`src/rtl/hnf_txreq_lcrdq.sv`:
```
// HNF TXREQ issue queue: buffers request flits and sends them on the CHI link only while an L-credit is held.
// Optional build macro HNF_TXREQ_CRD_ERR_EN enables the sticky credit-overflow error flag.

package hnf_txreq_pkg;
    typedef struct packed {
        logic [5:0]  opcode;
        logic [47:0] addr;
        logic [11:0] txnid;
    } reqflit_t;

    localparam logic [5:0] OP_READNOSNP = 6'h04;
endpackage

module hnf_txreq_lcrdq
    import hnf_txreq_pkg::*;
#(
    parameter int DEPTH   = 4,
    parameter int MAX_CRD = 15
) (
    input  logic       clock,
    input  logic       reset,
    input  logic       req_valid,
    input  reqflit_t   req_flit,
    output logic       req_ready,
    output reqflit_t   TXREQFLIT,
    output logic       TXREQFLITV,
    output logic       TXREQFLITPEND,
    input  logic       TXREQLCRDV,
    output logic [3:0] crd_cnt,
    output logic       crd_err
);

    localparam int PTR_W = $clog2(DEPTH);
    localparam int CNT_W = PTR_W + 1;

    reqflit_t            mem_q [DEPTH];
    reqflit_t            mem_d [DEPTH];
    logic [PTR_W-1:0]    head_q, head_d, tail_q, tail_d;
    logic [CNT_W-1:0]    count_q, count_d;
    logic [3:0]          crd_q, crd_d;
    logic                pend_q, pend_d;
    logic                flitv_q, flitv_d;
    reqflit_t            flit_q, flit_d;
    logic                push_s, send_s, ovf_s;

    assign req_ready     = (count_q != CNT_W'(DEPTH));
    assign TXREQFLIT     = flit_q;
    assign TXREQFLITV    = flitv_q;
    assign TXREQFLITPEND = pend_q;
    assign crd_cnt       = crd_q;

    // Next-state for FIFO, credit counter and link outputs.
    always_comb begin
        push_s  = req_valid & req_ready;
        send_s  = pend_q & (count_q != {CNT_W{1'b0}}) & (crd_q != 4'd0);
        ovf_s   = TXREQLCRDV & ~send_s & (crd_q == 4'(MAX_CRD));

        mem_d   = mem_q;
        tail_d  = tail_q;
        if (push_s) begin
            mem_d[tail_q] = req_flit;
            tail_d        = tail_q + PTR_W'(1);
        end else begin
            tail_d        = tail_q;
        end

        head_d  = send_s ? head_q + PTR_W'(1) : head_q;
        count_d = count_q + CNT_W'(push_s) - CNT_W'(send_s);
        pend_d  = (count_d != {CNT_W{1'b0}});
        flitv_d = send_s;
        flit_d  = send_s ? mem_q[head_q] : flit_q;

        // Credit return and consumption cancel; saturate at MAX_CRD.
        if (ovf_s) begin
            crd_d = crd_q;
        end else if (TXREQLCRDV && !send_s) begin
            crd_d = crd_q + 4'd1;
        end else if (!TXREQLCRDV && send_s) begin
            crd_d = crd_q - 4'd1;
        end else begin
            crd_d = crd_q;
        end
    end

    // Control state with synchronous reset; flushes queue and credits.
    always_ff @(posedge clock) begin
        if (reset) begin
            head_q  <= {PTR_W{1'b0}};
            tail_q  <= {PTR_W{1'b0}};
            count_q <= {CNT_W{1'b0}};
            crd_q   <= 4'd0;
            pend_q  <= 1'b0;
            flitv_q <= 1'b0;
            flit_q  <= '0;
        end else begin
            head_q  <= head_d;
            tail_q  <= tail_d;
            count_q <= count_d;
            crd_q   <= crd_d;
            pend_q  <= pend_d;
            flitv_q <= flitv_d;
            flit_q  <= flit_d;
        end
    end

    // FIFO storage; contents are only meaningful between head and tail.
    always_ff @(posedge clock) begin
        mem_q <= mem_d;
    end

`ifdef HNF_TXREQ_CRD_ERR_EN
    logic crd_err_q, crd_err_d;

    // Sticky overflow flag.
    always_comb begin
        crd_err_d = crd_err_q | ovf_s;
    end

    // Overflow flag register, cleared only by reset.
    always_ff @(posedge clock) begin
        if (reset) begin
            crd_err_q <= 1'b0;
        end else begin
            crd_err_q <= crd_err_d;
        end
    end

    assign crd_err = crd_err_q;
`else
    assign crd_err = 1'b0;
`endif

endmodule

```
`config.mk`:
```
export PLATFORM = sky130hd
export DESIGN_NAME = hnf_txreq_lcrdq
export DESIGN_NICKNAME = d
export VERILOG_FILES = /design/src/rtl/hnf_txreq_lcrdq.sv
export SDC_FILE = /design/constraint.sdc
export NUM_CORES = 1
export LEC_CHECK = 0
export CORE_UTILIZATION = 45
export CTS_CLUSTER_DIAMETER = 50
export CTS_CLUSTER_SIZE = 30
export DETAILED_ROUTE_END_ITERATION = 10
export DONT_BUFFER_PORTS = 1
export GPL_TIMING_DRIVEN = 0
export HOLD_SLACK_MARGIN = 0.05
export SLEW_MARGIN = 5
export SYNTH_ARGS = -nofsm -noshare
export SYNTH_HDL_FRONTEND = slang
export SYNTH_SLANG_ARGS = --single-unit
```
`constraint.sdc`:
```
create_clock -name clock -period 5.7 [get_ports clock]
set_input_delay 1.71 -clock clock [delete_from_list [all_inputs] [get_ports clock]]
set_output_delay 1.71 -clock clock [all_outputs]
set_load 0.01 [all_outputs]
```
# After elaboration in Yosys (flattened, before gate mapping)
# Index checks and enable logic that the tools add are counted.
[op_classes]
add_sub_neg = 6
n_lt_le_gt_ge = 3
eq_ne = 2
mux = 8
n_bitwise = 9
reduce_logical = 10
[ops]
columns = ["op", "n"]
rows = [
  ["$bwmux W264", 1],
  ["$mux W66", 3],
  ["$bmux W66 S2", 1],
  ["$demux W66 S2", 1],
  ["$mux W4", 2],
  ["$ge A3 B3 Y1 const B", 2],
  ["$not A2 Y3", 2],
  ["$reduce_bool A3 Y1", 2],
  ["$and A1 B1 Y1", 5],
  ["$add A2 B1 Y2 const B", 2],
  ["$add A4 B1 Y4 const B", 1],
  ["$eq A4 B4 Y1 const B", 1],
  ["$reduce_bool A4 Y1", 1],
  ["$sub A4 B1 Y4 const B", 1],
  ["$add A3 B1 Y3", 1],
  ["$logic_and A1 B1 Y1", 3],
  ["$lt A3 B1 Y1 const B", 1],
  ["$ne A3 B3 Y1 const B", 1],
  ["$sub A3 B1 Y3", 1],
  ["$logic_not A1 Y1", 2],
  ["$not A1 Y1", 2],
  ["$reduce_and A2 Y1", 1],
  ["$reduce_bool A2 Y1", 1],
]
[totals]
register_bits = 343
input_bits = 70
out_inout_bits = 74

# Depth between registers and ports, before layout
# Gate-level depths: netlist of run 1.
[logic_depth]
ltp_word = 8
ltp_mapped = 12
depth_no_buf = 10

# Worst setup path before layout of run 1
# Ideal clock, no wire load.
[synth_timing]
path_type = "in2reg"
start = "input port req_valid"
end = "register mem_q[0] (netlist name) (enable)"
setup_time_ps = 431
t_arrival_ps = 3310
setup_slack_ps = 1959
stages = 1
path_buffers = 0
cell_sequence = "and3_1"
[synth_between]
elab_chain_cells = 1
[synth_lines]
columns = ["element", "line", "rtl"]
rows = [
  ["from (decl)", "22", "input logic req_valid,"],
  ["$and A1 B1 Y1", "54", "push_s = req_valid & req_ready;"],
  ["to (signal assigned)", "108", "mem_q <= mem_d;"],
  ["to (decl)", "36", "reqflit_t mem_q [DEPTH];"],
]
# Every way passes these cells.
# A chain may end at the register's enable or synchronous reset.

# Worst setup path after layout of run 1
[layout_timing]
start = "register crd_q[0] (netlist: crd_cnt[0])"
end = "register pend_q (netlist: TXREQFLITPEND)"
[layout_between]
elab_chain_cells = 4
[layout_lines]
columns = ["element", "line", "rtl"]
rows = [
  ["from (decl)", "40", "logic [3:0] crd_q, crd_d;"],
  ["from (signal assigned)", "99", "crd_q <= crd_d;"],
  ["$reduce_bool A4 Y1", "55", "send_s = pend_q & (count_q != {CNT_W{1'b0}}) & (crd_q != 4'd0);"],
  ["$and A1 B1 Y1", "55", ""],
  ["net flitv_d", "42", "logic flitv_q, flitv_d;"],
  ["$sub A3 B1 Y3", "68", "count_d = count_q + CNT_W'(push_s) - CNT_W'(send_s);"],
  ["$reduce_bool A3 Y1", "69", "pend_d = (count_d != {CNT_W{1'b0}});"],
  ["to (signal assigned)", "100", "pend_q <= pend_d;"],
  ["to (decl)", "41", "logic pend_q, pend_d;"],
]
# The timed path passes the listed nets, and every way through them passes these cells.

==> flow_metrics.env, run 1 <==
export IMPL_run_status="completed"
export IMPL_timing_final_crit_share_pct=59.10
export IMPL_post_route_worst_setup_slack_ns=2.332
export IMPL_critical_path_endpoint_type="register"
export IMPL_dpl_cell_count=1095
export IMPL_max_cap_viol_count=0
export IMPL_finish_net_count=841
export IMPL_vias_per_cell=5.400
export IMPL_post_cts_buffers=0
export IMPL_fraction_of_the_mapped_netlist_area_in_compound_gates_pct=3.266
export IMPL_vias_in_the_first_global_route=6848
export IMPL_drive_gt1_share_pct=19.95
export IMPL_worst_skew_pair_late_latency_ns=0.51
export IMPL_tritoncts="done"
export IMPL_finalHoldViolations=0
export IMPL_timing_slew_headroom_pct=50.06
export IMPL_drt_wirelength_per_cell_um=21.38
export IMPL_grt_usage_pct=17.96
export IMPL_floorplan_initialDensity_pct=46.24
export IMPL_worst_slew_pin_tran_ns=0.7491
export IMPL_antenna_found_initial=0
export IMPL_core_area_mm2=0.02718
export IMPL_floorplan_die_area_mm2=0.02860
export IMPL_synthXorXnorAreaFrac_pct=0.4182
export IMPL_timing_clock_skew_ns=0.01086
export IMPL_synth_edff_count=264
export IMPL_place_ws_ns=2.201
export IMPL_combinational_family_with_the_most_area_after_synthesis="multiplexers"
export IMPL_final_max_slew_viol_count=0
export IMPL_grt_start_max_net_pins=35
export IMPL_post_synth_mux_area_share_pct=12.00
export IMPL_design_portCount=144
export IMPL_std_cell_rows=60
export IMPL_ys_top_cells_by_count="sky130_fd_sc_hd__edfxtp_1, sky130_fd_sc_hd__nand2_1, sky130_fd_sc_hd__dfxtp_1, sky130_fd_sc_hd__a21oi_1, sky130_fd_sc_hd__mux4_2"
export IMPL_htreeDepth=2
export IMPL_die_h_um=169.1
export IMPL_crit_fanout=10
export IMPL_synthesis_instances=719
export IMPL_share_of_yosys_cell_area_claimed_by_the_top_area_cell_type_pct=63.08
export IMPL_synth_top_cells_by_area="sky130_fd_sc_hd__edfxtp_1, sky130_fd_sc_hd__dfxtp_1, sky130_fd_sc_hd__mux4_2"
export IMPL_post_route_min_period_ns=3.368
export IMPL_synth_net_count=799
export IMPL_layoutNonFillerInstCount=1159
export IMPL_power_per_cell_area_mw_per_mm2=482.7
export IMPL_drt_initial_drc_count=413
export IMPL_clock_sinks=343
export IMPL_fin_setup_tns_ns=0
export IMPL_fillcell_total=2208
export IMPL_setup_repair_after_global_routing_missed_its_margin="no"
export IMPL_yosysTopAreaCell="sky130_fd_sc_hd__edfxtp_1"
export IMPL_number_of_inserted_diodes=0
export IMPL_portBuffers=0
export IMPL_final_antenna_net_count=0
export IMPL_wirelength_mm=24.78
export IMPL_cp_data_required_time_ns=6.06
export IMPL_post_cts_resized_instances=0
export IMPL_synth_area_mm2=0.01257
export IMPL_detailed_route_via_count=6259
export IMPL_synth_yosys_seq_area_share_pct=75.67
export IMPL_yosys_register_bits=343
export IMPL_report_final_setup_viol=0
export IMPL_synth_distinct_cells=37
export IMPL_ir_drop_mv=0.3132
export IMPL_global_route_wire_length_before_repair_mm=38.30
export IMPL_place_gp_congestion=0.7334
export IMPL_asyncSetResetFlopFracSynth_pct=0
export IMPL_syn_avg_cell_area_um2=17.48
export IMPL_post_synth_top_count_cell="sky130_fd_sc_hd__edfxtp_1"
export IMPL_synth_adder_area_share_pct=1.115
export IMPL_cts_max_path_buffers=3
export IMPL_cts_made_buffers=36
export IMPL_dp_hpwl_mm=15.56
export IMPL_synth_simple_gate_area_share_pct=5.476
export IMPL_fmaxAchievable_mhz=296.9
export IMPL_globalRoute_totalOverflow=0
export IMPL_power_static_leakage_nw=4.562
export IMPL_cts_clk_slew_worst_paths_ns=0.06
export IMPL_first_pass_iteration_count_of_the_detailed_router=5
export IMPL_clockRootBuffer="sky130_fd_sc_hd__clkbuf_16"
export IMPL_path_class="register to register"
export IMPL_critical_path_arrival_ns=3.72
export IMPL_drt_drc_violations_left=0
export IMPL_start_kind="register"
export IMPL_postCtsHoldBufs=0
export IMPL_finalHoldWorstSlack_ns=0.5010
export IMPL_synth_main_ff_cell="sky130_fd_sc_hd__edfxtp_1"
export IMPL_horiz_die_dim_um=169.1
export IMPL_synth_warnings=0
export IMPL_final_cell_area_mm2=0.01434
export IMPL_hold_class="register to register"
export IMPL_syn_to_final_growth_pct=14.13
export IMPL_detailed_place_area_mm2=0.01313
==> kinds of logic after synthesis <==
group           after synthesis
buf+inv                      48
flops                       343
mux                          68
simple gates                165
fa+ha+maj                    10
xor+xnor                      6
compound gates               78
other cells                   1
==> cell usage in the layout (no fill, tap or decap), types with 2 or more instances in the layout <==
cell type | synthesis | routed
sky130_fd_sc_hd__nand2_1 | 135 | 135
sky130_fd_sc_hd__fa_1 | 2 | 2
sky130_fd_sc_hd__clkbuf_1 | 17 | 20
sky130_fd_sc_hd__xnor2_1 | 4 | 4
sky130_fd_sc_hd__buf_4 | 5 | 5
sky130_fd_sc_hd__buf_12 | 0 | 4
sky130_fd_sc_hd__nor3_1 | 4 | 4
sky130_fd_sc_hd__nor2_1 | 7 | 7
sky130_fd_sc_hd__inv_8 | 0 | 3
sky130_fd_sc_hd__nor2b_1 | 3 | 3
sky130_fd_sc_hd__buf_2 | 9 | 9
sky130_fd_sc_hd__buf_6 | 6 | 6
sky130_fd_sc_hd__edfxtp_1 | 264 | 264
sky130_fd_sc_hd__o21ai_0 | 2 | 2
sky130_fd_sc_hd__a21oi_1 | 71 | 71
sky130_fd_sc_hd__buf_1 | 3 | 3
sky130_fd_sc_hd__ha_1 | 8 | 8
sky130_fd_sc_hd__bufinv_16 | 0 | 2
sky130_fd_sc_hd__inv_6 | 0 | 8
sky130_fd_sc_hd__clkinv_2 | 0 | 5
sky130_fd_sc_hd__mux4_2 | 66 | 66
sky130_fd_sc_hd__nand3_1 | 4 | 4
sky130_fd_sc_hd__inv_1 | 7 | 7
sky130_fd_sc_hd__and3_4 | 0 | 4
sky130_fd_sc_hd__xor2_1 | 2 | 2
sky130_fd_sc_hd__clkbuf_16 | 0 | 39
sky130_fd_sc_hd__dfxtp_1 | 79 | 79
==> critical path: stages (launching register included) <==
cell                       delay, ns
sky130_fd_sc_hd__dfxtp_1        0.44
sky130_fd_sc_hd__or4_1          0.55
sky130_fd_sc_hd__buf_4          0.18
sky130_fd_sc_hd__nand2_8        0.11
sky130_fd_sc_hd__inv_2          0.10
sky130_fd_sc_hd__clkbuf_1       0.32
sky130_fd_sc_hd__ha_1           0.39
sky130_fd_sc_hd__inv_1          0.04
sky130_fd_sc_hd__ha_1           0.18
sky130_fd_sc_hd__fa_1           0.38
sky130_fd_sc_hd__xnor2_1        0.24
sky130_fd_sc_hd__xnor2_1        0.18
sky130_fd_sc_hd__a21oi_1        0.10
==> routing by layer <==
metal | part of all wire (%) | routed length, µm | vias to the layer above | GRT usage, %
met5 | 0 | 0 | - | 0
met4 | 2.3 | 568 | 0 | 5.562
met3 | 10 | 2542 | 54 | 6.897
met2 | 49 | 12170 | 204 | 30.81
met1 | 38 | 9492 | 3172 | 20.82
li1 | - | - | 2829 | -
==> state kept, by name, indices dropped and copies added, names as in the netlist <==
| signal | cells |
|---|---|
| mem_q | 264 |
| TXREQFLIT | 66 |
| crd_cnt | 4 |
| count_q | 3 |
| head_q | 2 |
| tail_q | 2 |
| TXREQFLITPEND | 1 |
| TXREQFLITV | 1 |
==> cell type report <==
class	instances	area (µm²)	area share, %
sequential	343	9509	66.30
multi-input combinational	328	2823	19.68
buffer	40	225.2	1.570
inverter	8	30.03	0.2094
tap	372	465.4	3.245
clock inverter	22	222.7	1.553
clock buffer	42	987.2	6.883
timing repair buffer	4	80.08	0.5583
==> power breakdown <==
part	internal, mW	total [mW]	leakage, nW	switching [mW]
Combinational	0.565	1.29	0.901	0.724
Sequential	3.06	3.28	3.06	0.222
Clock	1.37	2.35	0.599	0.984
==> final timing paths <==
kind	start	end	slack [ns]	cells after the start
max	crd_cnt[0]	TXREQFLITPEND	2.33	12
min	TXREQFLIT[35]	TXREQFLIT[35]	0.50	2
max reg2reg	crd_cnt[0]	TXREQFLITPEND	2.33	12
min reg2reg	TXREQFLIT[35]	TXREQFLIT[35]	0.50	2
==> stage by stage <==
step	power (mW)	utilization [%]
after floorplan	4.274	-
final	6.923	52.78
after detailed placement	4.658	48.32
after CTS	7.026	52.78
after global routing	7.248	52.78
after global placement	4.604	47.96
Note: power is estimated with default switching activity, not from simulation.
==> run 2, diff against run 1 <==
Clock period 5.7 ns to 2.71 ns, I/O delays scaled along.
==> run 2 against run 1 <==
Global-route usage down 0.40 points. Sequential power grew 110%. Total power rose by 110%. Die area stayed put. Highest routed layer unchanged. Core utilization is 0.26 points higher. Sequential share of layout area down 0.27 points. Routed wire length decreased by 0.64%. Fmax grew 28%. Largest cell class unchanged. Final cell count increased by 0.26%. First-iteration DRC count fell by 30%. Non-clock buffer count is 9 higher.
==> flow_metrics.env, run 2 (synthesis results as in run 1) <==
export IMPL_run_status="completed"
export IMPL_grt_usage_pct=17.56
export IMPL_p_seq_share_pct=48.2
export IMPL_tritoncts="done"
export IMPL_syn_to_final_growth_pct=14.70
export IMPL_switching_power_mw=4.130
export IMPL_grt_start_max_net_pins=40
export IMPL_hold_class="primary input to register"
export IMPL_final_antenna_net_count=0
export IMPL_floorplan_initialDensity_pct=46.24
export IMPL_cts_made_buffers=31
export IMPL_cts_max_path_buffers=3
export IMPL_drt_drc_violations_left=0
export IMPL_clock_sinks=343
export IMPL_drt_initial_drc_count=288
export IMPL_portBuffers=0
export IMPL_antenna_found_initial=0
export IMPL_place_gp_congestion=0.7128
export IMPL_core_area_mm2=0.02718
export IMPL_vias_per_cell=5.383
export IMPL_wirelength_mm=24.62
export IMPL_detailed_place_area_mm2=0.01317
export IMPL_drive_gt1_share_pct=22.28
export IMPL_floorplan_die_area_mm2=0.02860
export IMPL_number_of_inserted_diodes=0
export IMPL_clockRootBuffer="sky130_fd_sc_hd__clkbuf_16"
export IMPL_worst_slew_pin_tran_ns=0.7264
export IMPL_cts_clk_slew_worst_paths_ns=0.08
export IMPL_worst_path_buf_inv=3
export IMPL_postCtsHoldBufs=0
export IMPL_timing_clock_skew_ns=0.03909
export IMPL_power_static_leakage_nw=4.563
export IMPL_crit_fanout=8
export IMPL_crit_top_cell="sky130_fd_sc_hd__ha_4"
export IMPL_leading_cell_types_in_the_layout_fill_and_taps_excluded="sky130_fd_sc_hd__edfxtp_1, sky130_fd_sc_hd__nand2_1, sky130_fd_sc_hd__dfxtp_1"
export IMPL_first_pass_iteration_count_of_the_detailed_router=4
export IMPL_p_clk_share_pct=31.1
export IMPL_list_of_cells_traversed_by_the_critical_path="or4_4 > buf_6 > nand2_8 > clkinv_8 > ha_4 > inv_2 > ha_4 > fa_2 > xnor2_2 > xnor2_1 > a21oi_1"
export IMPL_final_cell_area_mm2=0.01441
export IMPL_worst_skew_pair_late_latency_ns=0.57
export IMPL_finalHoldViolations=0
export IMPL_die_h_um=169.1
export IMPL_max_cap_viol_count=0
export IMPL_critical_path_endpoint_type="register"
export IMPL_path_class="register to register"
export IMPL_horiz_die_dim_um=169.1
export IMPL_critical_path_arrival_ns=3.06
export IMPL_final_max_slew_viol_count=0
export IMPL_fillcell_total=2222
export IMPL_post_route_min_period_ns=2.631
export IMPL_design_portCount=144
export IMPL_power_per_cell_area_mw_per_mm2=994.7
export IMPL_largest_reg_flops=264
export IMPL_layout_commonest_cell="sky130_fd_sc_hd__edfxtp_1"
export IMPL_cp_data_required_time_ns=3.14
export IMPL_timing_slew_headroom_pct=51.58
export IMPL_slowest_cell_on_crit_path="sky130_fd_sc_hd__or4_4"
export IMPL_std_cell_rows=60
export IMPL_drt_wirelength_per_cell_um=21.19
export IMPL_ir_drop_mv=0.6675
export IMPL_finish_net_count=845
export IMPL_internal_power_mw=10.21
export IMPL_timing_critical_path_slowest_cell_delay_ns=0.54
export IMPL_timing_final_crit_share_pct=97.07
export IMPL_htreeDepth=1
export IMPL_registers_top_by_ff_count="mem_q"
export IMPL_sw_frac_of_total_pct=28.81
export IMPL_report_final_setup_viol=0
export IMPL_start_kind="register"
export IMPL_fin_setup_tns_ns=0
export IMPL_fmaxAchievable_mhz=380.1
export IMPL_dp_hpwl_mm=15.61
export IMPL_power_share_combinational_pct=20.7
export IMPL_globalRoute_totalOverflow=0
export IMPL_vias_in_the_first_global_route=6614
export IMPL_finalHoldWorstSlack_ns=0.3276
export IMPL_global_route_wire_length_before_repair_mm=37.74
export IMPL_path_delay_family="adder cells"
export IMPL_detailed_route_via_count=6255
==> run 2: cell types whose count changed in the layout (fill, tap and decap cells not counted), sizes merged <==
cell      delta
buf         +10
bufinv       -1
clkinv       +7
clkinvlp     +1
inv          -6
clkbuf       -8
==> run 2: power groups by stage <==
stage / clock network, mW / logic [mW] / registers, mW
3_5_place_dp: 0 / 2.79 / 7.03
5_1_grt: 4.76 / 3.28 / 6.99
6_report: 4.46 / 2.96 / 6.91
3_3_place_gp: 0 / 2.64 / 7.01
4_1_cts: 4.57 / 2.87 / 6.92
2_1_floorplan: 0 / 2.08 / 6.89
==> run 2: path summary, 6_finish.rpt <==
path | startpoint | to | slack, ns | cells after the start
worst max-delay path | crd_cnt[0] | TXREQFLITPEND | 0.08 | 11
worst min-delay path | req_flit[26] | mem_q[158] | 0.33 | 0
worst max register to register | crd_cnt[0] | TXREQFLITPEND | 0.08 | 11
worst min register to register | tail_q[1] | tail_q[1] | 0.51 | 2
==> run 2: through the flow <==
| stage | total power, mW | utilization [%] | setup slack (ns) | std cells |
|---|---|---|---|---|
| 6_report | 14.34 | 53.04 | 0.07936 | 1162 |
| 5_1_grt | 15.02 | 53.04 | -0.005821 | 1162 |
| 4_1_cts | 14.36 | 52.62 | 0.001268 | 1154 |
| 3_5_place_dp | 9.820 | 48.44 | -0.3826 | 1095 |
| 3_3_place_gp | 9.648 | 47.98 | -0.2944 | 1091 |
| 2_1_floorplan | 8.974 | - | 0.01102 | 719 |
==> run 2: worst reg2reg max path, delay by kind of cell (launching register included) <==
kind            cells  cell delay, ns
simple gates        2            0.63
compound gates      1            0.09
xor+xnor            2            0.36
flops               1            0.39
buf+inv             3            0.26
fa+ha+maj           3            0.79
==> run 2: cell type report <==
cell class / count / area (µm²) / area share [%]
timing repair buffer: 14 / 185.2 / 1.285
inverter: 8 / 42.54 / 0.2951
buffer: 39 / 231.5 / 1.606
clock buffer: 35 / 822.0 / 5.703
sequential: 343 / 9518 / 66.03
clock inverter: 23 / 264.0 / 1.832
tap: 372 / 465.4 / 3.229
multi-input combinational: 328 / 2885 / 20.02
==> run 2: routing by layer <==
layer  GRT usage [%]  up-vias  wire [µm]
met2           30.74      168      12760
li1                -     2823          -
met3           5.611       41       2037
met5               0        -          0
met4           4.465        0        445
met1           21.00     3223       9377
==> run 2: what timing repair did <==
action,CTS,global route
hold endpoints to repair,0,0
buffers inserted,2,8
setup endpoints to repair,4,3
pin swaps,1,6
gates resized for setup,10,12
==> run 3, diff against run 2 <==
Settings changed: CORE_ASPECT_RATIO from default to 0.8, SLEW_MARGIN 5 to 10.
==> run 3 against run 2 <==
Clock skew decreased by 0.0099 ns. Design area decreased by 0.73%. Final cell count fell by 1.4%. Fmax rose by 0.53%. Flip-flop and latch count is the same. Clock-buffer cell count decreased by 3. Total power is 0.81% lower. Largest cell class unchanged.
==> flow_metrics.env, run 3 (synthesis results as in run 1) <==
export IMPL_run_status="completed"
export IMPL_finalHoldViolations=0
export IMPL_place_gp_congestion=0.7632
export IMPL_power_per_cell_area_mw_per_mm2=993.9
export IMPL_holdPathStages=0
export IMPL_drt_initial_drc_count=301
export IMPL_detailed_place_area_mm2=0.01313
export IMPL_multi_input_area_mm2=0.002875
export IMPL_totalPowerFinal_mw=14.22
export IMPL_horiz_die_dim_um=188.8
export IMPL_cts_max_path_buffers=3
export IMPL_post_route_util_pct=52.29
export IMPL_final_max_slew_viol_count=0
export IMPL_postCtsHoldBufs=0
export IMPL_start_kind="register"
export IMPL_regToRegStartpoint="crd_cnt[0]"
export IMPL_timing_slew_headroom_pct=47.66
export IMPL_tritoncts="done"
export IMPL_cp_startpoint="crd_cnt[0]"
export IMPL_final_antenna_net_count=0
export IMPL_cp_data_required_time_ns=3.10
export IMPL_timing_clock_skew_ns=0.02923
export IMPL_final_cell_area_mm2=0.01431
export IMPL_hold_class="primary input to register"
export IMPL_globalRoute_totalOverflow=0
export IMPL_fillcell_total=2221
export IMPL_hold_end="mem_q[42]"
export IMPL_number_of_inserted_diodes=0
export IMPL_timing_critical_path_slowest_cell_delay_ns=0.60
export IMPL_largest_reg_flops=264
export IMPL_max_cap_viol_count=0
export IMPL_detailed_route_via_count=6207
export IMPL_worst_slew_pin_tran_ns=0.7851
export IMPL_global_route_wire_length_before_repair_mm=36.97
export IMPL_design_portCount=144
export IMPL_wirelength_mm=24.89
export IMPL_critical_path_endpoint_type="register"
export IMPL_registers_top_by_ff_count="mem_q"
export IMPL_drt_wirelength_per_cell_um=21.72
export IMPL_vias_in_the_first_global_route=6345
export IMPL_ir_drop_mv=0.7143
export IMPL_timing_final_crit_share_pct=96.56
export IMPL_grt_usage_pct=17.24
export IMPL_first_pass_iteration_count_of_the_detailed_router=4
export IMPL_layout_commonest_cell="sky130_fd_sc_hd__edfxtp_1"
export IMPL_die_h_um=151.5
export IMPL_post_route_min_period_ns=2.617
export IMPL_portBuffers=0
export IMPL_core_area_mm2=0.02736
export IMPL_crit_fanout=8
export IMPL_holdCritStartpoint="req_flit[42]"
export IMPL_ff2ff_setup_slack_ns=0.09
export IMPL_vias_per_cell=5.416
export IMPL_path_class="register to register"
export IMPL_clockRootBuffer="sky130_fd_sc_hd__clkbuf_16"
export IMPL_drive_gt1_share_pct=21.61
export IMPL_worst_skew_pair_late_latency_ns=0.56
export IMPL_power_static_leakage_nw=4.511
export IMPL_terminus_of_the_critical_flop_to_flop_path="TXREQFLITPEND"
export IMPL_worst_r2r_path_depth=10
export IMPL_fmaxAchievable_mhz=382.1
export IMPL_critical_path_arrival_ns=3.01
export IMPL_cts_clk_slew_worst_paths_ns=0.08
export IMPL_finish_net_count=838
export IMPL_cts_made_buffers=30
export IMPL_syn_to_final_growth_pct=13.86
export IMPL_sequential_cell_area_mm2=0.009519
export IMPL_clock_sinks=343
export IMPL_htreeDepth=1
export IMPL_dp_hpwl_mm=15.86
export IMPL_finalHoldWorstSlack_ns=0.3414
export IMPL_setup_repair_after_global_routing_missed_its_margin="yes"
export IMPL_floorplan_die_area_mm2=0.02860
export IMPL_antenna_found_initial=0
export IMPL_report_final_setup_viol=0
export IMPL_slowest_cell_on_crit_path="sky130_fd_sc_hd__or4_4"
export IMPL_std_cell_rows=54
export IMPL_list_of_cells_traversed_by_the_critical_path="or4_4 > nand2_8 > clkinv_8 > ha_4 > inv_1 > ha_2 > fa_2 > xnor2_2 > xnor2_1 > a21oi_1"
export IMPL_floorplan_initialDensity_pct=45.93
export IMPL_drt_drc_violations_left=0
export IMPL_leading_cell_types_in_the_layout_fill_and_taps_excluded="sky130_fd_sc_hd__edfxtp_1, sky130_fd_sc_hd__nand2_1, sky130_fd_sc_hd__dfxtp_1"
export IMPL_grt_start_max_net_pins=39
[run 3: cell count changes in the layout (fill, tap and decap cells not counted), sizes merged]
| cell | before | now |
|---|---|---|
| buf | 37 | 31 |
| clkbuf | 51 | 48 |
| clkinv | 14 | 11 |
| inv | 14 | 18 |
[run 3: where the power goes]
group	total (mW)	internal (mW)	switching (mW)
Sequential	6.92	6.44	0.484
Clock	4.47	2.33	2.14
Combinational	2.83	1.28	1.55
Total	14.2	10.1	4.17
[run 3: area by class of cell]
| class | instances | area share, % |
|---|---|---|
| buffer | 38 | 1.539 |
| clock buffer | 32 | 5.448 |
| clock inverter | 24 | 2.037 |
| inverter | 8 | 0.2973 |
| multi-input combinational | 328 | 20.09 |
| sequential | 343 | 66.53 |
| tap | 364 | 3.183 |
| timing repair buffer | 9 | 0.8744 |
[run 3: worst max-delay path, delay by kind of cell (launching register included)]
kind	cells	cell delay, ns
DFF	1	0.39
and+or+nand+nor	2	0.74
xor gates and xnor gates	2	0.32
adders and majority gates	3	0.79
buffers and inverters	2	0.12
AOI/OAI and AO/OA	1	0.09
[run 3: how the worst max path moves through the flow]
stage,endpoint,cells after the start
2_1_floorplan,TXREQFLITPEND,12
3_3_place_gp,TXREQFLITPEND,12
3_5_place_dp,TXREQFLITPEND,12
4_1_cts,TXREQFLITPEND,11
5_1_grt,TXREQFLITPEND,10
6_report,TXREQFLITPEND,10
[run 3: repair_timing]
item	CTS	global route
resized for setup	13	8
hold endpoints to repair	0	0
buffers inserted	0	5
pin swaps	2	5
endpoints found under the setup margin	4	3
gates cloned	0	0
[run 3: metrics by stage]
step                      worst slack (ns)  setup TNS [ns]  cells
after floorplan                    0.01102               0    719
after global placement             -0.3117          -10.54   1083
after detailed placement           -0.3762          -1.035   1087
after CTS                        -0.005153       -0.005153   1142
after global routing              -0.01433        -0.01433   1146
final                              0.09310               0   1146
[run 3: layer usage]
layer	GRT usage, %	vias to the layer above	routed length [µm]
met1	21.92	3173	10190
met5	0	-	0
met2	28.62	182	12030
li1	-	2823	-
met3	5.850	29	2208
met4	4.234	0	465
